<file path="src/rtl/wb_pkg.sv">
// Shared types and default geometry for the write-back commit buffer.
// The top derives its own entry type from its parameters; wb_entry_t is the default-width form.
package wb_pkg;

    localparam int WB_DATA_W  = 32;
    localparam int WB_RADDR_W = 5;
    localparam int WB_PC_W    = 32;
    localparam int WB_DEPTH   = 4;
    localparam int DEPTH_W    = $clog2(WB_DEPTH);

    typedef struct packed {
        logic [WB_PC_W-1:0]    pc;
        logic                  we;
        logic [WB_RADDR_W-1:0] waddr;
        logic [WB_DATA_W-1:0]  wdata;
    } wb_entry_t;

endpackage

</file>
<file path="src/rtl/wb_entry_fifo.sv">
// Circular entry store for the commit buffer: pointers, occupancy and push/pop/flush.
// The caller gates push/pop, so push never arrives when full and pop never arrives when empty.
module wb_entry_fifo #(
    parameter type entry_t = wb_pkg::wb_entry_t,
    parameter int  DEPTH   = wb_pkg::WB_DEPTH,
    localparam int DEPTH_W = $clog2(DEPTH)
) (
    input  logic               clk,
    input  logic               reset,
    input  logic               push,
    input  logic               pop,
    input  logic               flush,
    input  entry_t             wr_entry,
    output entry_t             head,
    output logic [DEPTH_W-1:0] rd_ptr,
    output logic [DEPTH_W:0]   count,
    output entry_t             entries [DEPTH]
);

    entry_t             mem [DEPTH];
    logic [DEPTH_W-1:0] wr_ptr;

    // DEPTH is a power of two, so the pointers wrap by plain overflow.
    always_ff @(posedge clk) begin
        if (reset || flush) begin
            rd_ptr <= '0;
            wr_ptr <= '0;
            count  <= '0;
        end else begin
            if (push) wr_ptr <= wr_ptr + 1'b1;
            if (pop)  rd_ptr <= rd_ptr + 1'b1;
            count <= count + (DEPTH_W+1)'(push) - (DEPTH_W+1)'(pop);
        end
    end

    // NOTE: storage has no reset; slots are only ever read while counted as valid.
    always_ff @(posedge clk) begin
        if (push) mem[wr_ptr] <= wr_entry;
    end

    assign head    = mem[rd_ptr];
    assign entries = mem;

endmodule

</file>
<file path="src/rtl/wb_commit_buffer.sv">
// In-order write-back commit buffer between MEM and the register file, with
// stall absorption, flush, ID-stage forwarding lookup and commit-time debug trace.
module wb_commit_buffer #(
    parameter int  DATA_W  = 32,
    parameter int  RADDR_W = 5,
    parameter int  PC_W    = 32,
    parameter int  DEPTH   = 4,
    localparam int DEPTH_W = $clog2(DEPTH)
) (
    input  logic               clk,
    input  logic               reset,
    output logic               ws_allowin,
    input  logic               ms_to_ws_valid,
    input  logic [PC_W-1:0]    ms_pc,
    input  logic               ms_rf_we,
    input  logic [RADDR_W-1:0] ms_rf_waddr,
    input  logic [DATA_W-1:0]  ms_rf_wdata,
    input  logic               flush,
    input  logic               rf_wr_ready,
    output logic               rf_we,
    output logic [RADDR_W-1:0] rf_waddr,
    output logic [DATA_W-1:0]  rf_wdata,
    input  logic [RADDR_W-1:0] id_raddr1,
    input  logic [RADDR_W-1:0] id_raddr2,
    output logic               fwd_hit1,
    output logic               fwd_hit2,
    output logic [DATA_W-1:0]  fwd_data1,
    output logic [DATA_W-1:0]  fwd_data2,
    output logic [DEPTH_W:0]   ws_count,
    output logic [PC_W-1:0]    debug_wb_pc,
    output logic [3:0]         debug_wb_rf_we,
    output logic [RADDR_W-1:0] debug_wb_rf_wnum,
    output logic [DATA_W-1:0]  debug_wb_rf_wdata
);

    typedef struct packed {
        logic [PC_W-1:0]    pc;
        logic               we;
        logic [RADDR_W-1:0] waddr;
        logic [DATA_W-1:0]  wdata;
    } entry_t;

    typedef struct packed {
        logic              hit;
        logic [DATA_W-1:0] data;
    } fwd_t;

    entry_t             wr_entry;
    entry_t             head;
    entry_t             shown;
    entry_t             entries [DEPTH];
    logic [DEPTH_W-1:0] rd_ptr;
    logic [DEPTH_W:0]   count;
    logic               kill;
    logic               head_valid;
    logic               push;
    logic               pop;
    fwd_t               fwd1;
    fwd_t               fwd2;

    // Reset behaves exactly like a flush: pending entries are dropped and nothing commits.
    assign kill       = flush | reset;
    assign head_valid = (count != '0);
    assign ws_allowin = (count != (DEPTH_W+1)'(DEPTH));
    assign ws_count   = count;

    assign push = ms_to_ws_valid & ws_allowin & ~kill;
    assign pop  = head_valid & ~kill & (rf_wr_ready | ~head.we);

    always_comb begin
        wr_entry.pc    = ms_pc;
        wr_entry.we    = ms_rf_we & (ms_rf_waddr != '0);
        wr_entry.waddr = ms_rf_waddr;
        wr_entry.wdata = ms_rf_wdata;
    end

    wb_entry_fifo #(
        .entry_t (entry_t),
        .DEPTH   (DEPTH)
    ) u_fifo (
        .clk      (clk),
        .reset    (reset),
        .push     (push),
        .pop      (pop),
        .flush    (flush),
        .wr_entry (wr_entry),
        .head     (head),
        .rd_ptr   (rd_ptr),
        .count    (count),
        .entries  (entries)
    );

    // Head fields read as zero while empty so uninitialised storage never leaks out.
    assign shown = head_valid ? head : '0;

    assign rf_we    = head_valid & head.we & ~kill;
    assign rf_waddr = shown.waddr;
    assign rf_wdata = shown.wdata;

    assign debug_wb_rf_we    = {4{pop & head.we}};
    assign debug_wb_pc       = shown.pc;
    assign debug_wb_rf_wnum  = shown.waddr;
    assign debug_wb_rf_wdata = shown.wdata;

    // Walk from oldest to youngest so the last match seen is the youngest one.
    function automatic fwd_t lookup(
        input logic [RADDR_W-1:0] raddr,
        input entry_t             ents [DEPTH],
        input logic [DEPTH_W-1:0] base,
        input logic [DEPTH_W:0]   occ
    );
        fwd_t               res;
        logic [DEPTH_W-1:0] idx;
        // NOTE: every local gets a value before the loop so no path leaves it unassigned.
        res = '0;
        idx = base;
        for (int k = 0; k < DEPTH; k++) begin
            idx = base + DEPTH_W'(k);
            if ((k < int'(occ)) && (raddr != '0) && ents[idx].we && (ents[idx].waddr == raddr)) begin
                res.hit  = 1'b1;
                res.data = ents[idx].wdata;
            end
        end
        return res;
    endfunction

    always_comb begin
        fwd1 = lookup(id_raddr1, entries, rd_ptr, count);
        fwd2 = lookup(id_raddr2, entries, rd_ptr, count);
    end

    assign fwd_hit1  = fwd1.hit;
    assign fwd_data1 = fwd1.data;
    assign fwd_hit2  = fwd2.hit;
    assign fwd_data2 = fwd2.data;

endmodule

</file>
<file path="config.mk">
export PLATFORM = sky130hd
export DESIGN_NAME = wb_commit_buffer
export DESIGN_NICKNAME = d
export VERILOG_FILES = /design/src/rtl/wb_pkg.sv /design/src/rtl/wb_entry_fifo.sv /design/src/rtl/wb_commit_buffer.sv
export SDC_FILE = /design/constraint.sdc
export NUM_CORES = 1
export LEC_CHECK = 0
export CAP_MARGIN = 30
export CORE_MARGIN = 2
export CORE_UTILIZATION = 56
export CTS_CLUSTER_SIZE = 30
export DETAILED_ROUTE_END_ITERATION = 10
export PLACE_DENSITY = 0.82
export SYNTH_ARGS = -nofsm -noshare
export SYNTH_HDL_FRONTEND = slang
export SYNTH_HIERARCHICAL = 1
export SYNTH_SLANG_ARGS = --single-unit
</file>
<file path="constraint.sdc">
create_clock -name clk -period 3.95 [get_ports clk]
set_input_delay 0.395 -clock clk [delete_from_list [all_inputs] [get_ports clk]]
set_output_delay 0.395 -clock clk [all_outputs]
set_load 0.1 [all_outputs]
</file>
==> results of run 1 <==
==> state kept, by name (all words and copies together) (netlist names) <==
| register | count |
|---|---|
| u_fifo/entries | 280 |
| u_fifo/count | 3 |
| u_fifo/rd_ptr | 2 |
| u_fifo/wr_ptr | 2 |
==> synth_stat cells, types with 6 or more instances <==
cell type	count	area [µm²]
and2_1	79	494
edfxtp_1	280	8410
nand3_1	36	180
o211ai_2	9	113
buf_4	42	315
buf_2	44	220
a311oi_1	32	280
dfxtp_1	7	140
o2111ai_1	15	131
nand2_1	88	330
nand3b_1	16	120
o31a_1	15	131
o211ai_1	7	52.6
a31oi_1	15	93.8
mux4_2	150	3380
nand4_1	7	43.8
mux2_2	34	383
inv_1	21	78.8
buf_12	6	120
xnor2_1	20	175
mux2i_1	43	430
nor2_1	58	218
o22ai_1	29	181
nor3_1	7	35.0
a21oi_1	54	270
clkbuf_1	56	210
buf_6	9	101
xor2_1	22	193
and3_1	54	338
o21ai_0	48	240
buf_1	9	33.8
ha_1	6	75.1
==> logic make-up after synthesis <==
logic type,share of synthesized area (%)
buf+inv,6.15
flops,47.8
simple gates,11.2
mux,23.5
xor+xnor,2.19
fa+ha+maj,0.532
compound gates,8.61
==> metrics by stage <==
step	util [%]	setup slack, ns	total power, mW
5_1_grt	70.5	-0.0394	6.99
4_1_cts	70.4	0.107	6.84
6_report	70.6	0.112	6.80
3_5_place_dp	67.0	0.448	4.03
2_1_floorplan	-	-0.187	3.82
3_3_place_gp	66.9	0.526	4.01
==> per-layer routing <==
layer	wire length [µm]	part of all wire (%)	vias to the layer above	track usage, %
met5	42	0.088	-	0
met4	1300	2.7	6	8.58
met3	5240	11	123	6.82
met2	23000	48	830	46.3
met1	18000	38	6491	37.4
li1	-	-	5657	-
==> path summary, 6_finish.rpt <==
path | endpoint | slack, ns
setup reg to reg | u_fifo/count[2] | 0.49
hold reg to reg | u_fifo/wr_ptr[0] | 0.57
setup / recovery | fwd_data1[31] | 0.11
hold / removal | u_fifo/entries[151] | 0.46
==> what timing repair did <==
item	in CTS	in global routing
resized for setup	3	7
cloned	0	1
setup buffers	6	0
hold buffers	0	0
pin swaps	2	1
setup endpoints to repair	33	12
==> worst register-to-register path, cell delays in order, from the launching register on <==
cell and delay, ns:
dfxtp_4 0.50, buf_4 0.27, buf_4 0.47, mux4_2 0.45, a21oi_1 0.38, ha_1 0.21, inv_1 0.04, ha_1 0.19
fa_1 0.40, xor3_1 0.39, nor2_1 0.04
==> cell type report <==
| class | instances | area (µm²) | share of cell area [%] |
|---|---|---|---|
| antenna | 2 | 5.00 | 0.0225 |
| clock buffer | 34 | 744 | 3.35 |
| clock inverter | 19 | 238 | 1.07 |
| inverter | 22 | 82.6 | 0.372 |
| multi-input combinational | 876 | 8430 | 38.0 |
| sequential | 287 | 8560 | 38.5 |
| tap | 402 | 503 | 2.26 |
| timing repair buffer | 320 | 3650 | 16.4 |
==> power breakdown <==
group,internal [mW],switching (mW)
clock network,1.68,1.16
logic,0.194,0.390
registers,3.37,0.0150
==> metrics.yaml, run 1 <==
global_routing:
  grt_pass1_vias: 13000
  gr-total-overflow: 0
  grt_pass1_wl_um: 73000
  grt_start_max_net_pins: 118
  grt_usage_pct: 28.1
  antenna_found_initial: 5
sta:
  fin_crit_ns: 3.84
  tightest_slew_ns: 0.971
  fmax_mhz: 261
  rsz0062_at_grt: "yes"
  finalHoldViolCount: 0
  tns_ns: 0
  fin_skew_ns: 0.0104
  period_share_pct: 97.2
  timing.slew.headroom_pct: 35.1
  slew_violations: 0
  whs_ns: 0.456
  finalSetupViolCount: 0
pwr:
  power_per_cell_area_nw_per_um2: 306
  ir_worst_vdd_v: 0.000389
  total_leakage_power_nw: 7.61
worst_setup_path:
  crit_buf_inv: 4
  end_kind: "output pin"
  cp_data_required_time_ns: 3.56
  path_delay_family: "buffers and inverters"
  startpoint: "u_fifo/rd_ptr[0]"
  worstSetupPathType: "flip-flop to output pin"
  cp_max_fo: 16
  path_depth: 10
  start_kind: "flip-flop"
  reg2reg_depth: 10
  crit_chain: "buf_6, mux4_2, xor2_1, nor4_4, buf_4, and2_1, buf_6, a31oi_1, o211ai_1, buf_12"
  critical_path.max_stage_delay_ns: 0.57
  slowest_stage: "mux4_2"
  crit_top_cell: "buf_6"
  worstPathArrival_ns: 3.44
  r2r_start: "u_fifo/rd_ptr[1]"
logic_synthesis:
  synth_cells: 1352
  ys_warn_count: 6
  syn_avg_cell_area_um2: 13.2
  ys_types: 55
  synth_area_um2: 17900
  synth_top_flop_cell: "edfxtp_1"
  ys_seq_elements: 287
  seq_area_frac_synth_pct: 47.8
  syn_nets: 1444
  synthArstFlopShare_pct: 0
  synth_edf_count: 280
drt:
  antenna_left: 0
  wl_per_cell_um: 24.2
  wl_um: 47600
  drc: 0
  viasPerCell: 6.68
  first_pass_iters: 5
  vias: 13100
  drtIter0Drc: 1660
finish:
  drive_above_1_share_pct: 33.5
  final_common_cell: "edfxtp_1"
  finalNonFillerCells: 1962
  final_cell_mix: "edfxtp_1, mux4_2, buf_4, nand2_1, clkdlybuf4s50_1"
  fillers: 2040
  final_nets: 1628
  area_growth_pct: 24.3
  stdcell_area_um2: 22200
placement:
  dp_hpwl_um: 30600
  port_buffers: 265
  gp_congestion: 0.888
  place_area_um2: 21100
  placed_cells: 1900
floorplanning:
  fp.dieArea_um2: 33400
  io_pins: 266
  die_w_um: 183
  coreArea_um2: 31500
  rows: 65
  initial_core_util_pct: 56.8
  dieHeight_um: 183
cts:
  cts-buffers-inserted: 29
  clk_pin_slew_ns: 0.07
  tritoncts: "yes"
  clock_latency_ns: 0.57
  clk_path_buf_depth: 3
  ctsHtreeMaxLevel: 1
  clockRootBuffer: "clkbuf_16"
  clkSinkCount: 287
min_path:
  worstHoldStart: "ms_rf_wdata[11]"
  holdPathStages: 1
  hp-class: "input pin to flip-flop"
run:
  cap_violations: 0
outcome:
  status: "complete, no violations"
Power figures use the tool's default switching activity.
==> run 2: changes to the inputs <==
==> constraint.sdc (replaced) <==
create_clock -name clk -period 3.95 [get_ports clk]
set_input_delay 0.395 -clock clk [delete_from_list [all_inputs] [get_ports clk]]
set_output_delay 0.395 -clock clk [all_outputs]
set_load 0.05 [all_outputs]
==> run 2 against run 1 <==
Critical path depth unchanged; clock-buffer cell count decreased by 1; largest cell class unchanged; critical endpoint is now fwd_data2[31]; global-route usage decreased by 0.53 points; fmax down 0.27%; via count decreased by 0.23%; sequential power is essentially flat; combinational power shrank 18%; worst setup slack worse by 0.010 ns; flip-flop and latch count did not move; wire length down 0.76%; critical path type unchanged; largest power group unchanged; sequential share of layout area grew 0.50 points.
==> metrics.yaml, run 2 (synthesized netlist as in run 1, its figures left out) <==
placement:
  place_area_um2: 20700  # -1.8%
  port_buffers: 265  # unchanged
  placed_cells: 1893  # -0.37%
  dp_hpwl_um: 30100  # -1.7%
  gp_congestion: 0.910  # +2.5%
sta:
  fmax_mhz: 260  # -0.27%
  finalSetupViolCount: 0  # unchanged
  fin_skew_ns: 0.00980  # -0.000632 ns
  timing.slew.headroom_pct: 43.6  # +8.5 points
  finalHoldViolCount: 0  # unchanged
  tightest_slew_ns: 0.847  # -0.124 ns
  whs_ns: 0.460  # +0.00370 ns
  period_share_pct: 97.4  # +0.26 points
  tns_ns: 0  # unchanged
  fin_crit_ns: 3.85  # +0.0103 ns
  slew_violations: 0  # unchanged
floorplanning:
  io_pins: 266  # unchanged
  initial_core_util_pct: 56.8  # unchanged
  rows: 65  # unchanged
  die_w_um: 183  # unchanged
  fp.dieArea_um2: 33400  # unchanged
  coreArea_um2: 31500  # unchanged
  dieHeight_um: 183  # unchanged
drt:
  wl_per_cell_um: 24.1  # -0.71%
  antenna_left: 0  # unchanged
  viasPerCell: 6.67  # -0.18%
  wl_um: 47200  # -0.76%
  vias: 13100  # -0.23%
  drtIter0Drc: 1545  # -6.9%
  first_pass_iters: 6  # +1
  drc: 0  # unchanged
worst_setup_path:
  reg2reg_depth: 10  # unchanged
  worstPathArrival_ns: 3.45  # about the same
  startpoint: "u_fifo/rd_ptr[0]"
  reg2reg_setup_slack_ns: 0.70  # +0.21 ns
  r2r_end: "u_fifo/count[2]"
  cp_data_required_time_ns: 3.56  # about the same
  end_kind: "output pin"
  worstSetupPathType: "flip-flop to output pin"
  critPathCapture: "fwd_data2[31]"
  start_kind: "flip-flop"
  cp_max_fo: 32  # +16
  r2r_start: "u_fifo/rd_ptr[0]"
pwr:
  pwr-share-clk_pct: 42.5  # +0.8 points
  total_leakage_power_nw: 7.28  # -4.4%
  p_int_mw: 5.23  # -0.14%
  power_per_cell_area_nw_per_um2: 306  # about the same
  power_switching_mw: 1.48  # -5.1%
  switching_share_pct: 22.1  # -0.88 points
  combPwrFrac_pct: 7.1  # -1.5 points
  ir_worst_vdd_v: 0.000340  # -13%
  seq_power_share_pct: 50.4  # +0.7 points
global_routing:
  met3_usage_pct: 7.06  # +0.24 points
  grt_pass1_vias: 12800  # -1.2%
  grt_start_max_net_pins: 138  # +17%
  grtUsageMet2_pct: 45.3  # -1.0 points
  antenna_found_initial: 5  # unchanged
  grt_pass1_wl_um: 71400  # -2.1%
  gr-total-overflow: 0  # unchanged
  grt_usage_pct: 27.6  # -0.53 points
  busiest_layer: "met2"
  use_met1_pct: 36.2  # -1.3 points
cts:
  postCtsHoldBufs: 0  # unchanged
  clkSinkCount: 287  # unchanged
  clock_latency_ns: 0.56  # about the same
  tritoncts: "yes"
  cts-buffers-inserted: 30  # +3.4%
  clk_path_buf_depth: 3  # unchanged
  clockRootBuffer: "clkbuf_16"
  clk_pin_slew_ns: 0.06  # about the same
  ctsHtreeMaxLevel: 1  # unchanged
finish:
  area_growth_pct: 22.6
  final_common_cell: "edfxtp_1"
  final_util_pct: 69.6  # -0.93 points
  fillers: 2103  # +3.1%
  final_nets: 1625  # -0.18%
  largest_reg_flops: 280  # unchanged
  multi_input_area_um2: 8300  # -1.5%
  seqCellArea_um2: 8560  # about the same
  drive_above_1_share_pct: 24.9  # -8.6 points
  final_cell_mix: "edfxtp_1, clkdlybuf4s50_1, mux4_2, nand2_1, and2_1"
  stdcell_area_um2: 21900  # -1.3%
  finalNonFillerCells: 1961  # -0.051%
outcome:
  status: "complete, no violations"
min_path:
  hp-class: "input pin to flip-flop"
run:
  cap_violations: 0  # unchanged
==> run 2: routing by layer <==
| layer | part of all wire (%) | routed length [µm] |
|---|---|---|
| met1 | 37 | 17600 |
| met4 | 3.2 | 1490 |
| met2 | 48 | 22600 |
| met3 | 11 | 5430 |
| met5 | 0.064 | 30 |
==> run 2: layout make-up <==
class,count,area share [%]
multi-input cells,876,37.9
flip-flops and latches,287,39.0
repair buffers,316,15.8
well taps,402,2.30
inverters,22,0.377
diodes,2,0.0228
clock inverters,23,1.14
clock buffers,33,3.48
==> run 2: stage by stage <==
step	total power, mW	setup WS (ns)
floorplan	3.71	0.292
global placement	3.91	0.491
detailed placement	3.92	0.399
CTS	6.75	0.0280
global route	6.89	-0.0188
finish	6.71	0.101
==> run 2: critical path, cell delays in order (launching register included) <==
cell and delay (ns):
dfxtp_4 0.41, buf_4 0.15, buf_6 0.22, mux4_2 0.52, o21a_1 0.15, and3_1 0.19, buf_4 0.26, and3_1 0.24
a311oi_1 0.34, o22ai_2 0.18, buf_12 0.19
==> run 2: power by group through the flow <==
| stage | Sequential, mW | Combinational (mW) | Clock [mW] |
|---|---|---|---|
| final | 3.38 | 0.479 | 2.85 |
| after global routing | 3.38 | 0.503 | 3.01 |
| after CTS | 3.38 | 0.476 | 2.89 |
| after detailed placement | 3.45 | 0.473 | 0 |
| after global placement | 3.45 | 0.463 | 0 |
| after floorplan | 3.45 | 0.265 | 0 |
==> run 2: worst min path at each step <==
stage	start	endpoint	slack, ns	cells past startpoint
2_1_floorplan	ms_rf_wdata[0]	u_fifo/entries[0]	0.49	0
3_3_place_gp	u_fifo/wr_ptr[1]	u_fifo/wr_ptr[1]	0.53	2
3_5_place_dp	u_fifo/wr_ptr[0]	u_fifo/wr_ptr[0]	0.56	2
4_1_cts	ms_rf_wdata[12]	u_fifo/entries[82]	0.44	1
5_1_grt	ms_pc[21]	u_fifo/entries[269]	0.46	1
6_report	ms_rf_wdata[12]	u_fifo/entries[82]	0.46	1
==> run 2: timing repair <==
item                                    4_1_cts  5_1_grt
buffers inserted                              2        7
gates resized for setup                       8       14
gates cloned                                  0        1
pin swaps                                     0        1
endpoints found under the setup margin      101       59
hold endpoints to repair                      0        0
==> run 3: changes to the inputs <==
--- a/config.mk
+++ b/config.mk
@@ -7,11 +7,12 @@
 export LEC_CHECK = 0
 export CAP_MARGIN = 30
 export CORE_MARGIN = 2
-export CORE_UTILIZATION = 56
+export CORE_UTILIZATION = 30
 export CTS_CLUSTER_SIZE = 30
 export DETAILED_ROUTE_END_ITERATION = 10
-export PLACE_DENSITY = 0.82
+export PLACE_DENSITY = 0.49
 export SYNTH_ARGS = -nofsm -noshare
 export SYNTH_HDL_FRONTEND = slang
 export SYNTH_HIERARCHICAL = 1
 export SYNTH_SLANG_ARGS = --single-unit
+export TNS_END_PERCENT = 1
==> run 3 against run 2 <==
Worst setup slack got worse by 0.027 ns; critical endpoint is now fwd_data1[4]; critical path depth down 1; critical path type unchanged; non-clock buffer count rose by 11; die area grew 84%; highest routed layer unchanged; clock-buffer cell count up 12; first-iteration DRC count shrank 34%; flip-flop and latch count is the same.
==> metrics.yaml, run 3 (synthesized netlist as in run 1, its figures left out) <==
worst_setup_path:
  reg2reg_setup_slack_ns: 0.74  # +0.04 ns
  critPathCapture: "fwd_data1[4]"
  r2r_start: "u_fifo/rd_ptr[1]"
  worstSetupPathType: "flip-flop to output pin"
  startpoint: "u_fifo/rd_ptr[0]"
  crit_chain: "mux4_2, xor2_1, nor4_2, buf_4, and2_2, buf_4, nand3b_1, o211ai_1, buf_4"
  cp_data_required_time_ns: 3.56  # about the same
  crit_top_cell: "buf_4"
  worstPathArrival_ns: 3.48  # +0.03 ns
  end_kind: "output pin"
  critical_path.max_stage_delay_ns: 0.57  # +0.05 ns
  reg2reg_depth: 10  # unchanged
  r2r_end: "u_fifo/count[2]"
  cp_max_fo: 14  # -56%
  slowest_stage: "mux4_2"
  start_kind: "flip-flop"
global_routing:
  grt_start_max_net_pins: 115  # -17%
  grt_usage_pct: 17.7  # -9.9 points
  grt_pass1_wl_um: 81600  # +14%
  gr-total-overflow: 0  # unchanged
  grt_pass1_vias: 12800  # -0.57%
  antenna_found_initial: 4  # -1
floorplanning:
  dieHeight_um: 248  # +36%
  die_w_um: 248  # +36%
  io_pins: 266  # unchanged
  rows: 89  # +37%
  initial_core_util_pct: 30.3  # -26 points
  fp.dieArea_um2: 61500  # +84%
  coreArea_um2: 58900  # +87%
cts:
  clock_latency_ns: 0.55  # about the same
  clockRootBuffer: "clkbuf_16"
  ctsHtreeMaxLevel: 2  # +1
  clk_pin_slew_ns: 0.06  # about the same
  postCtsHoldBufs: 0  # unchanged
  clk_path_buf_depth: 3  # unchanged
  clkSinkCount: 287  # unchanged
  cts-buffers-inserted: 37  # +23%
  tritoncts: "yes"
pwr:
  switching_share_pct: 22.6  # +0.55 points
  total_leakage_power_nw: 7.53  # +3.5%
  seq_power_share_pct: 47.6  # -2.8 points
  power_per_cell_area_nw_per_um2: 310  # +1.1%
  combPwrFrac_pct: 6.9  # -0.2 points
  pwr-share-clk_pct: 45.5  # +3.0 points
  ir_worst_vdd_v: 0.000288  # -15%
  p_int_mw: 5.51  # +5.3%
  power_switching_mw: 1.61  # +8.7%
  power_mw: 7.12  # +6.0%
sta:
  rsz0062_at_grt: "yes"
  tns_ns: 0  # unchanged
  fin_skew_ns: 0.0271  # +0.0173 ns
  tightest_slew_ns: 0.711  # -0.136 ns
  fin_crit_ns: 3.88  # +0.0269 ns
  finalHoldViolCount: 0  # unchanged
  finalSetupViolCount: 0  # unchanged
  period_share_pct: 98.1  # +0.68 points
  whs_ns: 0.457  # -0.00316 ns
  timing.final.ws_setup_ns: 0.0744  # -0.0269 ns
  timing.slew.headroom_pct: 52.6  # +9.0 points
  slew_violations: 0  # unchanged
  fmax_mhz: 258  # -0.69%
outcome:
  status: "complete, no violations"
placement:
  place_area_um2: 21600  # +4.2%
  port_buffers: 265  # unchanged
  dp_hpwl_um: 37000  # +23%
  gp_congestion: 0.784  # -14%
  pre_cts_ws_ns: 0.447  # +0.0483 ns
drt:
  drtIter0Drc: 1019  # -34%
  first_pass_iters: 5  # -1
  wl_per_cell_um: 23.7  # -1.6%
  vias: 12800  # -1.9%
  wl_um: 55700  # +18%
  drc: 0  # unchanged
  viasPerCell: 5.46  # -18%
  antenna_left: 0  # unchanged
finish:
  stdcell_area_um2: 23000  # +4.8%
  largest_reg_flops: 280  # unchanged
  final_cell_mix: "edfxtp_1, clkdlybuf4s50_1, mux4_2, nand2_1, and2_1"
  final_common_cell: "edfxtp_1"
  final_nets: 1643  # +1.1%
  drive_above_1_share_pct: 26.1  # +1.1 points
  area_growth_pct: 28.5
min_path:
  hp-class: "input pin to flip-flop"
run:
  cap_violations: 0  # unchanged
## run 3: repair_timing
item / CTS / global route
setup endpoints to repair: 47 / 52
buffers inserted: 3 / 0
gates cloned: 0 / 1
pin swaps: 2 / 4
resized for setup: 8 / 27
## run 3: routing by layer
layer	global-route usage, %	wire length (µm)	up-vias
met5	0	45	-
met4	5.55	1410	6
met3	3.95	4130	93
met2	28.1	25800	524
met1	24.1	24200	6523
li1	-	-	5684
## run 3: power groups by stage
stage	sequential [mW]	clock [mW]	combinational, mW
after global routing	3.39	3.45	0.522
after floorplan	3.45	0	0.265
after detailed placement	3.45	0	0.492
after CTS	3.38	3.34	0.496
after global placement	3.45	0	0.489
final	3.39	3.24	0.491
## run 3: worst min path at each step
stage,startpoint,end,slack [ns],cells after the start
2_1_floorplan,ms_rf_wdata[0],u_fifo/entries[0],0.49,0
3_3_place_gp,u_fifo/wr_ptr[1],u_fifo/wr_ptr[1],0.54,2
3_5_place_dp,u_fifo/wr_ptr[1],u_fifo/wr_ptr[1],0.55,2
4_1_cts,ms_pc[31],u_fifo/entries[279],0.41,1
5_1_grt,ms_pc[26],u_fifo/entries[204],0.44,1
6_report,ms_pc[31],u_fifo/entries[279],0.46,1
## run 3: worst max-delay path, delay by kind of cell, from the launching register on
family | cells | cell delay [ns]
mux | 1 | 0.57
buf+inv | 3 | 0.75
simple gates | 3 | 0.77
flops | 1 | 0.48
xor+xnor | 1 | 0.17
compound gates | 1 | 0.18
## run 3: layout make-up
type / instances / area (µm²)
diodes: 1 / 2.50
well taps: 773 / 967
fillers: 5490 / 35900
flip-flops and latches: 287 / 8560
inverters: 22 / 82.6
repair buffers: 327 / 3830
multi-input cells: 876 / 8360
clock inverters: 20 / 220
clock buffers: 45 / 956
## run 3: through the flow
stage / utilization [%] / instances
3_3_place_gp: 36.6 / 2281
2_1_floorplan: - / 1352
3_5_place_dp: 36.6 / 2281
5_1_grt: 39.0 / 2350
6_report: 39.0 / 2351
4_1_cts: 38.7 / 2349
